<file path="src/rtl/cmd_req_uart_if.sv">
// Request handshake between the button command generator and its UART echo.
// Signals: req_rdy (level request), req_bus (8-bit code), req_ack (done pulse).
interface cmd_req_uart_if;
    logic       req_rdy;
    logic [7:0] req_bus;
    logic       req_ack;

    modport master (
        output req_rdy,
        output req_bus,
        input  req_ack
    );

    modport slave (
        input  req_rdy,
        input  req_bus,
        output req_ack
    );
endinterface

</file>
<file path="src/rtl/cmd_req_uart.sv">
// Echoes each command request as "R<hi><lo>\r\n" on an 8N1 UART TX pin.
// Ports: clk, rstz (async low), req (slave: req_rdy/req_bus in, req_ack out),
//        txd (serial out, idle high), busy (FSM not idle).
module cmd_req_uart #(
    parameter int unsigned BAUD_DIV = 104,
    parameter logic [7:0]  PREFIX   = 8'h52
) (
    input  logic          clk,
    input  logic          rstz,
    cmd_req_uart_if.slave req,
    output logic          txd,
    output logic          busy
);

    typedef enum logic [2:0] {
        S_IDLE,
        S_START,
        S_DATA,
        S_STOP,
        S_ACK,
        S_WAIT_CLR
    } state_t;

    localparam logic [15:0] BAUD_LAST = 16'(BAUD_DIV - 1);
    localparam logic [2:0]  LAST_CHAR = 3'd4;

    state_t      state_q, state_d;
    logic [15:0] cnt_q, cnt_d;
    logic [2:0]  bit_q, bit_d;
    logic [2:0]  char_q, char_d;
    logic [7:0]  code_q, code_d;
    logic        abort_q, abort_d;
    logic        txd_q, txd_d;
    logic        ack_q, ack_d;
    logic        busy_q, busy_d;

    logic [7:0]  cur_char;
    logic [2:0]  bit_nx;
    logic        baud_end;

    function automatic logic [7:0] hex_ascii(input logic [3:0] n);
        if (n < 4'd10) begin
            return 8'h30 + {4'h0, n};
        end
        return 8'h37 + {4'h0, n};
    endfunction

    always_comb begin
        cur_char = 8'h0A;
        unique case (char_q)
            3'd0:    cur_char = PREFIX;
            3'd1:    cur_char = hex_ascii(code_q[7:4]);
            3'd2:    cur_char = hex_ascii(code_q[3:0]);
            3'd3:    cur_char = 8'h0D;
            default: cur_char = 8'h0A;
        endcase
    end

    assign bit_nx   = bit_q + 3'd1;
    assign baud_end = (cnt_q == BAUD_LAST);

    // txd/ack/busy are computed for the next state and registered, so the
    // pin changes on the same edge the FSM moves.
    always_comb begin
        state_d = state_q;
        cnt_d   = cnt_q;
        bit_d   = bit_q;
        char_d  = char_q;
        code_d  = code_q;
        abort_d = abort_q;
        txd_d   = 1'b1;
        ack_d   = 1'b0;
        busy_d  = 1'b1;

        unique case (state_q)
            S_IDLE: begin
                busy_d = 1'b0;
                if (req.req_rdy) begin
                    code_d  = req.req_bus;
                    char_d  = 3'd0;
                    cnt_d   = 16'd0;
                    abort_d = 1'b0;
                    state_d = S_START;
                    txd_d   = 1'b0;
                    busy_d  = 1'b1;
                end
            end

            S_START: begin
                txd_d = 1'b0;
                if (!req.req_rdy) begin
                    abort_d = 1'b1;
                end
                if (baud_end) begin
                    cnt_d   = 16'd0;
                    bit_d   = 3'd0;
                    state_d = S_DATA;
                    txd_d   = cur_char[0];
                end else begin
                    cnt_d = cnt_q + 16'd1;
                end
            end

            S_DATA: begin
                txd_d = cur_char[bit_q];
                if (!req.req_rdy) begin
                    abort_d = 1'b1;
                end
                if (baud_end) begin
                    cnt_d = 16'd0;
                    if (bit_q == 3'd7) begin
                        state_d = S_STOP;
                        txd_d   = 1'b1;
                    end else begin
                        bit_d = bit_nx;
                        txd_d = cur_char[bit_nx];
                    end
                end else begin
                    cnt_d = cnt_q + 16'd1;
                end
            end

            S_STOP: begin
                txd_d = 1'b1;
                if (baud_end) begin
                    cnt_d = 16'd0;
                    // A dropped request anywhere in the frame skips the rest
                    if (abort_q || !req.req_rdy) begin
                        state_d = S_IDLE;
                        busy_d  = 1'b0;
                    end else if (char_q < LAST_CHAR) begin
                        char_d  = char_q + 3'd1;
                        state_d = S_START;
                        txd_d   = 1'b0;
                    end else begin
                        state_d = S_ACK;
                        ack_d   = 1'b1;
                    end
                end else begin
                    cnt_d = cnt_q + 16'd1;
                end
            end

            S_ACK: begin
                state_d = S_WAIT_CLR;
            end

            S_WAIT_CLR: begin
                // Held req_rdy must fall before another report can start
                if (!req.req_rdy) begin
                    state_d = S_IDLE;
                    busy_d  = 1'b0;
                end
            end

            default: begin
                state_d = S_IDLE;
                busy_d  = 1'b0;
            end
        endcase
    end

    always_ff @(posedge clk or negedge rstz) begin
        if (!rstz) begin
            state_q <= S_IDLE;
            cnt_q   <= 16'd0;
            bit_q   <= 3'd0;
            char_q  <= 3'd0;
            code_q  <= 8'd0;
            abort_q <= 1'b0;
            txd_q   <= 1'b1;
            ack_q   <= 1'b0;
            busy_q  <= 1'b0;
        end else begin
            state_q <= state_d;
            cnt_q   <= cnt_d;
            bit_q   <= bit_d;
            char_q  <= char_d;
            code_q  <= code_d;
            abort_q <= abort_d;
            txd_q   <= txd_d;
            ack_q   <= ack_d;
            busy_q  <= busy_d;
        end
    end

    assign txd         = txd_q;
    assign busy        = busy_q;
    assign req.req_ack = ack_q;

endmodule

</file>
<file path="src/flat_wrapper.sv">
// flat-port wrapper written by rule: the top's interface ports become plain ports
module cmd_req_uart_flat 
#(
    parameter int unsigned BAUD_DIV = 104,
    parameter logic [7:0]  PREFIX   = 8'h52
)
  (clk, rstz, txd, busy, req_req_rdy, req_req_bus, req_req_ack);
  cmd_req_uart_if req_i ();
  input  logic clk;
  input  logic rstz;
  output logic txd;
  output logic busy;
  input wire logic [$bits(req_i.req_rdy)-1:0] req_req_rdy;
  input wire logic [$bits(req_i.req_bus)-1:0] req_req_bus;
  output wire logic [$bits(req_i.req_ack)-1:0] req_req_ack;
  assign req_i.req_rdy = req_req_rdy;
  assign req_i.req_bus = req_req_bus;
  assign req_req_ack = req_i.req_ack;
  cmd_req_uart #(.BAUD_DIV(BAUD_DIV), .PREFIX(PREFIX)) u_core (.clk(clk), .rstz(rstz), .req(req_i), .txd(txd), .busy(busy));
endmodule
</file>
<file path="config.mk">
export PLATFORM = sky130hd
export DESIGN_NAME = cmd_req_uart_flat
export DESIGN_NICKNAME = d
export VERILOG_FILES = /design/src/rtl/cmd_req_uart_if.sv /design/src/rtl/cmd_req_uart.sv /design/src/flat_wrapper.sv
export SDC_FILE = /design/constraint.sdc
export NUM_CORES = 1
export LEC_CHECK = 0
export CORE_ASPECT_RATIO = 1.1
export CORE_MARGIN = 2
export CORE_UTILIZATION = 56
export DETAILED_ROUTE_END_ITERATION = 8
export PLACE_DENSITY = 0.76
export SETUP_SLACK_MARGIN = 0.5
export SLEW_MARGIN = 20
export SYNTH_ARGS = -nofsm -noshare
export SYNTH_HDL_FRONTEND = slang
export SYNTH_SLANG_ARGS = --single-unit
export TNS_END_PERCENT = 50
</file>
<file path="constraint.sdc">
create_clock -name clk -period 3.98 [get_ports clk]
set_clock_uncertainty 0.1 [all_clocks]
set_input_delay 0.796 -clock clk [delete_from_list [all_inputs] [get_ports clk]]
set_output_delay 0.796 -clock clk [all_outputs]
set_load 0.1 [all_outputs]
</file>
==> results of run 1 <==
## power by group through the flow
stage | Combinational (mW) | Sequential, mW | Clock (mW)
final | 0.435 | 0.556 | 0.256
after global placement | 0.426 | 0.560 | 0
after detailed placement | 0.435 | 0.563 | 0
after floorplan | 0.316 | 0.567 | 0
after CTS | 0.436 | 0.555 | 0.263
after global routing | 0.488 | 0.570 | 0.279
## logic make-up (layout without fill, tap and decap cells)
logic type,Yosys count,after routing
mux,4,4
flops,37,37
fa+ha+maj,10,10
compound gates,75,75
buf+inv,25,36
simple gates,119,119
xor+xnor,9,9
## cell usage in the layout (no fill, tap or decap), drive strengths merged, types with 2 or more instances in the layout
| master | count |
|---|---|
| a2111oi | 2 |
| a211o | 2 |
| a21bo | 2 |
| a21o | 2 |
| a21oi | 12 |
| a221o | 2 |
| a221oi | 2 |
| a22o | 5 |
| a31oi | 4 |
| and3 | 4 |
| buf | 2 |
| clkbuf | 7 |
| clkdlybuf4s50 | 12 |
| dfrtp | 36 |
| ha | 10 |
| inv | 14 |
| mux2 | 3 |
| nand2 | 31 |
| nand2b | 4 |
| nand3 | 8 |
| nand4 | 4 |
| nand4b | 3 |
| nor2 | 25 |
| nor2b | 4 |
| nor3 | 8 |
| nor3b | 3 |
| nor4 | 4 |
| nor4b | 2 |
| nor4bb | 4 |
| o21ai | 24 |
| o31ai | 7 |
| o32ai | 2 |
| or3 | 5 |
| or4 | 5 |
| xnor2 | 5 |
| xor2 | 4 |
## metal layers
layer | global-route usage (%) | share of wire (%)
met1 | 31.9 | 47
met2 | 38.6 | 48
met3 | 4.94 | 3.4
met4 | 7.03 | 1.6
met5 | 0 | 0
## worst max-delay path by stage
stage / from / end / slack [ns]
4_1_cts: u_core.txd / txd / 1.16
3_3_place_gp: req_req_rdy / u_core.cnt_q[11] / 1.40
5_1_grt: u_core.txd / txd / 1.13
6_report: u_core.txd / txd / 1.16
2_1_floorplan: u_core.char_q[2] / u_core.txd / 1.77
3_5_place_dp: req_req_rdy / u_core.cnt_q[13] / 1.32
## sequential cells by signal (all words and copies together) (netlist names)
signal              count
u_core.req.req_ack      1
u_core.code_q           8
u_core.txd              1
u_core.abort_q          1
u_core.cnt_q           16
u_core.state_q          3
u_core.busy             1
u_core.char_q           3
u_core.bit_q            3
## final cells by class
cell class / instances / area (um^2)
Fill cell: 401 / 1560
Multi-Input combinational cell: 217 / 1400
Sequential cell: 37 / 927
Timing Repair Buffer: 14 / 133
Clock buffer: 7 / 76.3
Tap cell: 54 / 67.6
Inverter: 14 / 52.6
Clock inverter: 1 / 5.00
## cells in the mapped netlist, types with 3 or more instances
master	n
o21ai_0	10
nand2b_1	4
a22o_1	5
and3_1	4
clkbuf_1	7
nor4bb_1	4
xnor2_1	5
nor3_1	8
xor2_1	4
nor2_1	25
a21oi_1	12
nor2b_1	4
or4_1	4
dfrtp_1	36
nand4b_1	3
nor4_1	3
or3_1	5
o21ai_1	14
inv_1	13
nand2_1	31
a31oi_1	4
nand3_1	8
nor3b_1	3
ha_1	10
o31ai_1	7
nand4_1	4
mux2_2	3
## metrics by stage
stage | std cells | power (mW)
2_1_floorplan | 279 | 0.883
3_3_place_gp | 336 | 0.987
3_5_place_dp | 336 | 0.998
4_1_cts | 344 | 1.25
5_1_grt | 344 | 1.34
6_report | 344 | 1.25
==> impl_metrics.ini, run 1 <==
[run_status]
outcome = finished, final reports clean

[sta]
max_freq_ghz = 0.355
hold_ws_ns = 0.414
finalCriticalPeriod_ns = 2.82
slew_violations = 0
setup_ws_ns = 1.16
relSlewSlack_pct = 32.4
rsz0062_at_grt = no
hold_viol_final = 0
fin_tns_setup_ns = 0
setup_violations = 0
timing.final.crit_share_pct = 70.8
worstMarginPinSlew_ns = 1.01

[power_and_ir_drop]
swShare_pct = 40.0
combPwrFrac_pct = 34.9
powerDensity_nw_per_um2 = 468
leakage_nw = 1.08
power_switching_mw = 0.499
seqPwrFrac_pct = 44.6
clock_power_share_pct = 20.5
internal-power_mw = 0.748
ir_worst_vdd_uv = 306

[final_layout]
final_core_util_pct = 63.1
layout-drive-gt1-share_pct = 6.55
antenna_cells = 0
fin_nets = 310
syn2layout_area_growth_pct = 9.80
fin_area_um2 = 2660

[setup_path]
path_class = reg2out
cp_num_cells = 1
critPathLaunchType = flip-flop
slowest_delay_ns = 1.12
r2r_start = u_core.char_q[2]
path_buf_inv = 1
reg2reg_setup_slack_ns = 1.40
cp.required_ns = 3.08
crit_path_cell_trace = clkdlybuf4s50_1
ff2ff_path_depth = 8
crit_slowest_cell = clkdlybuf4s50_1
critPathTopFamily = buffers and inverters
rr_endpoint = u_core.txd
cp.arrival_ns = 1.92
cp_max_fo = 1
endpoint_kind = output port

[place]
dp_hpwl_mm = 3.80
post-place-ws_ns = 1.32
globalplace.congestion = 0.887
port_buffers = 13
dpl_cell_area_um2 = 2580

[clock_tree]
cts_setup_buffers = 0
cts_hold_buf = 0
cts_resized = 0
cts.sinks = 37
clk_path_buf_depth = 2
ctsHtreeMaxLevel = 2
clk_latency_ns = 0.29
root_buffer = clkbuf_8
cts_tree = built
numCtsBuffers = 5
clk_pin_slew_ns = 0.07

[global_route]
grt_pass1_wl_mm = 8.93
grt_use_total_pct = 23.7
grt_overflow = 0
grt_pass1_vias = 1969
antenna_found_initial = 0
grt_max_degree = 38

[logic_synthesis]
ys_seq_area_share_pct = 38.2
yosysUniqueCellTypes = 57
synth_fa_ha_area_share_pct = 5.16
muxShareOfSynthArea_pct = 1.81
syn_nets = 300
synthSimpleGateAreaFrac_pct = 26.7
ys_ff_latch = 37
ys.warnings.count = 0
synth-edff-count = 0
syn_area_per_cell_um2 = 8.70
synthArstFlopShare_pct = 100
syn_inst = 279
synth_compound_area_share_pct = 20.9
synth_top_area_cell = dfrtp_1
yosys_most_used_dff = dfrtp_1
synth_top_area_share_pct = 37.1
synth_top_family_by_area = simple AND/OR/NAND/NOR gates
synth_xor_area_share_pct = 3.25
synth_area_um2 = 2430
synth_area_leaders = dfrtp_1, ha_1, nand2_1

[run]
drv_cap = 0

[floorplan]
initial_core_util_pct = 57.5
fp.dieH_um = 73.0
rows = 25
core_area_um2 = 4220
dieArea_um2 = 4880
dieWidth_um = 66.8
num_io_pins = 14

[detailed_routing]
drc = 0
wl_mm = 5.23
vias = 2092
dr.first_iter.drc_count = 164
antenna_left = 0
viasPerCell = 6.08
wl_per_cell_um = 15.2
first_pass_iters = 4

[min_path]
holdCritPathClass = reg2reg
worstHoldStart = u_core.cnt_q[0]
hold_end = u_core.cnt_q[0]
whs_path_depth = 1
Note: power is estimated with default switching activity, not from simulation.
==> run 2, diff against run 1 <==
==> constraint.sdc (replaced) <==
create_clock -name clk -period 2.75 [get_ports clk]
set_clock_uncertainty 0.1 [all_clocks]
set_input_delay 0.55 -clock clk [delete_from_list [all_inputs] [get_ports clk]]
set_output_delay 0.55 -clock clk [all_outputs]
set_load 0.1 [all_outputs]
==> impl_metrics.ini, run 2 (synthesis results as in run 1) <==
[run_status]
outcome = finished, final reports clean

[setup_path]
ff2ff_path_depth = 7
reg2reg_setup_slack_ns = 0.48
path_buf_inv = 1
crit_path_cell_trace = or4_4 > nor4_4 > buf_4 > nor2_1 > o31ai_1 > o41ai_1 > a221o_1
slowest_delay_ns = 0.55
endpoint_kind = flip-flop
critPathTopFamily = simple AND/OR/NAND/NOR gates
crit_slowest_cell = or4_4
rr_endpoint = u_core.txd
critPathLaunchType = flip-flop
r2r_start = u_core.cnt_q[9]
path_class = reg2reg
cp.arrival_ns = 2.39
cp_max_fo = 6
cp.required_ns = 2.87

[final_layout]
largest_reg_flops = 16
top_regs = u_core.cnt_q: 16 flops, u_core.code_q: 8 flops
final_cell_mix = dfrtp_1, nand2_1, nor2_1
fin_area_um2 = 2830
filler_cell_count = 356
layout-drive-gt1-share_pct = 14.9
syn2layout_area_growth_pct = 16.5
final_common_cell = dfrtp_1
regArea_um2 = 927
multi_input_area_um2 = 1470
fin_nets = 322
final_core_util_pct = 66.9
regMostFlops = u_core.cnt_q
antenna_cells = 0

[floorplan]
fp.dieH_um = 73.0
num_io_pins = 14
dieArea_um2 = 4880
core_area_um2 = 4220
initial_core_util_pct = 57.5
rows = 25
dieWidth_um = 66.8

[sta]
rsz0062_at_grt = yes
timing.final.crit_share_pct = 82.5
setup_violations = 0
max_freq_ghz = 0.441
relSlewSlack_pct = 45.6
slew_violations = 0
worstMarginPinSlew_ns = 0.815
finalCriticalPeriod_ns = 2.27
hold_viol_final = 0
fin_tns_setup_ns = 0

[place]
dp_hpwl_mm = 4.00
port_buffers = 13
dpl_cell_area_um2 = 2610
globalplace.congestion = 0.917

[clock_tree]
cts_tree = built
clk_pin_slew_ns = 0.08
ctsHtreeMaxLevel = 2
root_buffer = clkbuf_8
numCtsBuffers = 5
clk_latency_ns = 0.30
cts.sinks = 37
cts_hold_buf = 0
clk_path_buf_depth = 2

[global_route]
antenna_found_initial = 0
grt_use_total_pct = 25.8
grt_pass1_wl_mm = 9.67
grt_overflow = 0
grt_max_degree = 38
grt_pass1_vias = 2052

[detailed_routing]
dr.first_iter.drc_count = 253
vias = 2157
antenna_left = 0
drc = 0
wl_per_cell_um = 16.0
wl_mm = 5.70
first_pass_iters = 4
viasPerCell = 6.06

[power_and_ir_drop]
leakage_nw = 1.17
seqPwrFrac_pct = 42.9
combPwrFrac_pct = 35.6
power_switching_mw = 0.752
ir_worst_vdd_uv = 422
clock_power_share_pct = 21.5
total_power_mw = 1.89
powerDensity_nw_per_um2 = 668
swShare_pct = 39.8
internal-power_mw = 1.14

[min_path]
holdCritPathClass = in2async

[run]
drv_cap = 0
## run 2: cell types whose count changed in the layout (fill, tap and decap cells not counted), sizes merged
cell,change
buf,+15
clkdlybuf4s50,-3
clkbuf,+1
clkinv,-1
## run 2: final cells by class
type	count	share of cell area [%]
timing repair buffer	26	7.62
tap	54	2.39
inverter	14	1.86
clock buffer	8	3.19
multi-input combinational	217	52.1
sequential	37	32.8
## run 2: through the flow
stage / worst slack (ns) / hold slack [ns] / instances
final: 0.480 / 0.233 / 356
after global routing: 0.389 / 0.325 / 356
after CTS: 0.502 / 0.277 / 353
after detailed placement: 0.312 / 0.394 / 340
after global placement: 0.381 / 0.385 / 340
after floorplan: 0.540 / 0.154 / 279
## run 2: power groups by stage
stage                     logic [mW]  clock network, mW  registers, mW
after floorplan                0.457                  0          0.820
after global placement         0.622                  0          0.812
after detailed placement       0.642                  0          0.815
after CTS                      0.661              0.411          0.805
after global routing           0.760              0.435          0.832
final                          0.673              0.405          0.810
## run 2: worst max path at each step
stage | end | startpoint | cells past startpoint | slack [ns]
detailed placement | u_core.cnt_q[7] | u_core.cnt_q[0] | 6 | 0.31
floorplan | u_core.txd | u_core.char_q[2] | 7 | 0.54
global route | u_core.txd | u_core.code_q[5] | 8 | 0.39
CTS | u_core.txd | u_core.cnt_q[4] | 7 | 0.50
global placement | u_core.cnt_q[5] | u_core.cnt_q[9] | 5 | 0.38
finish | u_core.txd | u_core.cnt_q[9] | 7 | 0.48
## run 2: repair_timing
item / in CTS / in global routing
buffers inserted: 5 / 3
resized for setup: 11 / 4
endpoints found under the hold margin: 0 / 0
endpoints found under the setup margin: 16 / 15
pin swaps: 2 / 3
## run 2: per-layer routing
layer / track usage (%) / share of wire, % / up-vias
li1: - / - / 1076
met1: 32.6 / 44 / 1021
met2: 44.1 / 51 / 53
met3: 4.32 / 3.9 / 7
met4: 9.07 / 1.0 / 0
met5: 0 / 0 / -
==> run 3, diff against run 2 <==
==> constraint.sdc (replaced) <==
create_clock -name clk -period 2.09 [get_ports clk]
set_clock_uncertainty 0.1 [all_clocks]
set_input_delay 0.418 -clock clk [delete_from_list [all_inputs] [get_ports clk]]
set_output_delay 0.418 -clock clk [all_outputs]
set_load 0.1 [all_outputs]
==> impl_metrics.ini, run 3 (synthesis results as in run 1) <==
[floorplan]
dieArea_um2 = 4880
rows = 25
fp.dieH_um = 73.0
initial_core_util_pct = 57.5
dieWidth_um = 66.8
num_io_pins = 14
core_area_um2 = 4220

[detailed_routing]
vias = 2565
wl_per_cell_um = 18.2
wl_mm = 7.62
viasPerCell = 6.14
dr.first_iter.drc_count = 285
drc = 0
first_pass_iters = 5
antenna_left = 0

[power_and_ir_drop]
powerDensity_nw_per_um2 = 929
leakage_nw = 1.54
ir_worst_vdd_uv = 783
total_power_mw = 3.26

[final_layout]
antenna_cells = 0
final_common_cell = buf_4
fin_nets = 384
largest_reg_flops = 16
syn2layout_area_growth_pct = 44.6
top_regs = u_core.cnt_q: 16 flops, u_core.code_q: 8 flops
layout-drive-gt1-share_pct = 34.6
final_core_util_pct = 83.1
filler_cell_count = 238
final_cell_mix = buf_4, dfrtp_1, nand2_1
regMostFlops = u_core.cnt_q

[clock_tree]
ctsHtreeMaxLevel = 2
cts_tree = built
cts_hold_buf = 0
clk_path_buf_depth = 2
root_buffer = clkbuf_8
clk_latency_ns = 0.31
cts.sinks = 37
numCtsBuffers = 5
clk_pin_slew_ns = 0.08

[setup_path]
path_class = reg2reg
cp.required_ns = 2.18
crit_slowest_cell = or4_4
critPathLaunchType = flip-flop
critPathTopFamily = simple AND/OR/NAND/NOR gates
cp.arrival_ns = 2.37
crit_path_cell_trace = or4_4 > nor4_4 > buf_4 > buf_4 > or3_4 > buf_12 > a21oi_1 > o21ai_1 > o31ai_1
cp_max_fo = 6
slowest_delay_ns = 0.55
path_buf_inv = 3
crit_top_cell = buf_4
endpoint_kind = flip-flop

[global_route]
antenna_found_initial = 0
grt_overflow = 0
grt_pass1_vias = 2483
grt_max_degree = 38
grt_pass1_wl_mm = 11.9
grt_use_total_pct = 32.6

[sta]
setup_ws_ns = -0.190
timing.final.crit_share_pct = 109
max_freq_ghz = 0.439
setup_violations = 19
hold_viol_final = 0
worstMarginPinSlew_ns = 0.479
rsz0062_at_grt = yes
fin_tns_setup_ns = -2.23
slew_violations = 0
finalCriticalPeriod_ns = 2.28
relSlewSlack_pct = 68.1

[place]
port_buffers = 13
dp_hpwl_mm = 4.58
globalplace.congestion = 0.918

[run_status]
violations = setup timing
outcome = finished with violations

[run]
drv_cap = 0

[min_path]
holdCritPathClass = in2async
-- run 3: worst paths after layout --
check	from	end	slack [ns]	depth (start not counted)
setup / recovery	u_core.cnt_q[11]	u_core.cnt_q[4]	-0.19	9
hold reg to reg	u_core.abort_q	u_core.abort_q	0.44	2
hold / removal	rstz	u_core.cnt_q[12]	0.06	2
setup reg to reg	u_core.cnt_q[11]	u_core.cnt_q[4]	-0.19	9
min in group clk	u_core.abort_q	u_core.abort_q	0.44	2
max in group asynchronous	rstz	u_core.state_q[2]	1.47	2
-- run 3: worst reg2reg max path: cells and delay by family, from the launching register on --
| kind | cells | cell delay (ns) |
|---|---|---|
| AOI/OAI and AO/OA | 3 | 0.25 |
| buffers and inverters | 3 | 0.42 |
| and+or+nand+nor | 3 | 1.00 |
| DFF | 1 | 0.40 |
-- run 3: layout make-up --
class / count / area (um^2) / area share, %
clock buffer: 6 / 72.6 / 2.07
clock inverter: 2 / 38.8 / 1.11
inverter: 14 / 52.6 / 1.50
multi-input combinational: 217 / 1580 / 44.9
sequential: 37 / 928 / 26.5
tap: 54 / 67.6 / 1.93
timing repair buffer: 88 / 772 / 22.0
-- run 3: report_power, final --
group / internal (mW) / total (mW) / leakage [nW] / switching, mW
clock network: 0.358 / 0.642 / 0.0554 / 0.283
registers: 0.862 / 0.993 / 0.484 / 0.131
logic: 0.809 / 1.62 / 0.998 / 0.816
-- run 3: layer usage --
layer	GRT usage [%]	vias to the layer above	wire (um)
met5	0	-	0
met4	12.0	0	257
met3	6.02	28	364
met2	57.0	102	4000
met1	39.7	1235	3000
li1	-	1200	-
-- run 3: what timing repair did --
item | CTS | global route
endpoints found under the setup margin | 31 | 36
hold endpoints to repair | 0 | 0
buffers inserted | 13 | 5
resized for setup | 28 | 23
cloned | 1 | 0
pin swaps | 22 | 16
-- run 3: through the flow --
step	hold WS, ns	instances	area, um^2	worst slack (ns)
2_1_floorplan	0.0224	279	2440	-0.0917
6_report	0.0552	418	3510	-0.190
4_1_cts	0.0672	413	3380	-0.121
5_1_grt	0.0917	418	3510	-0.245
3_5_place_dp	0.387	391	3030	-0.179
3_3_place_gp	0.384	391	3030	-0.136
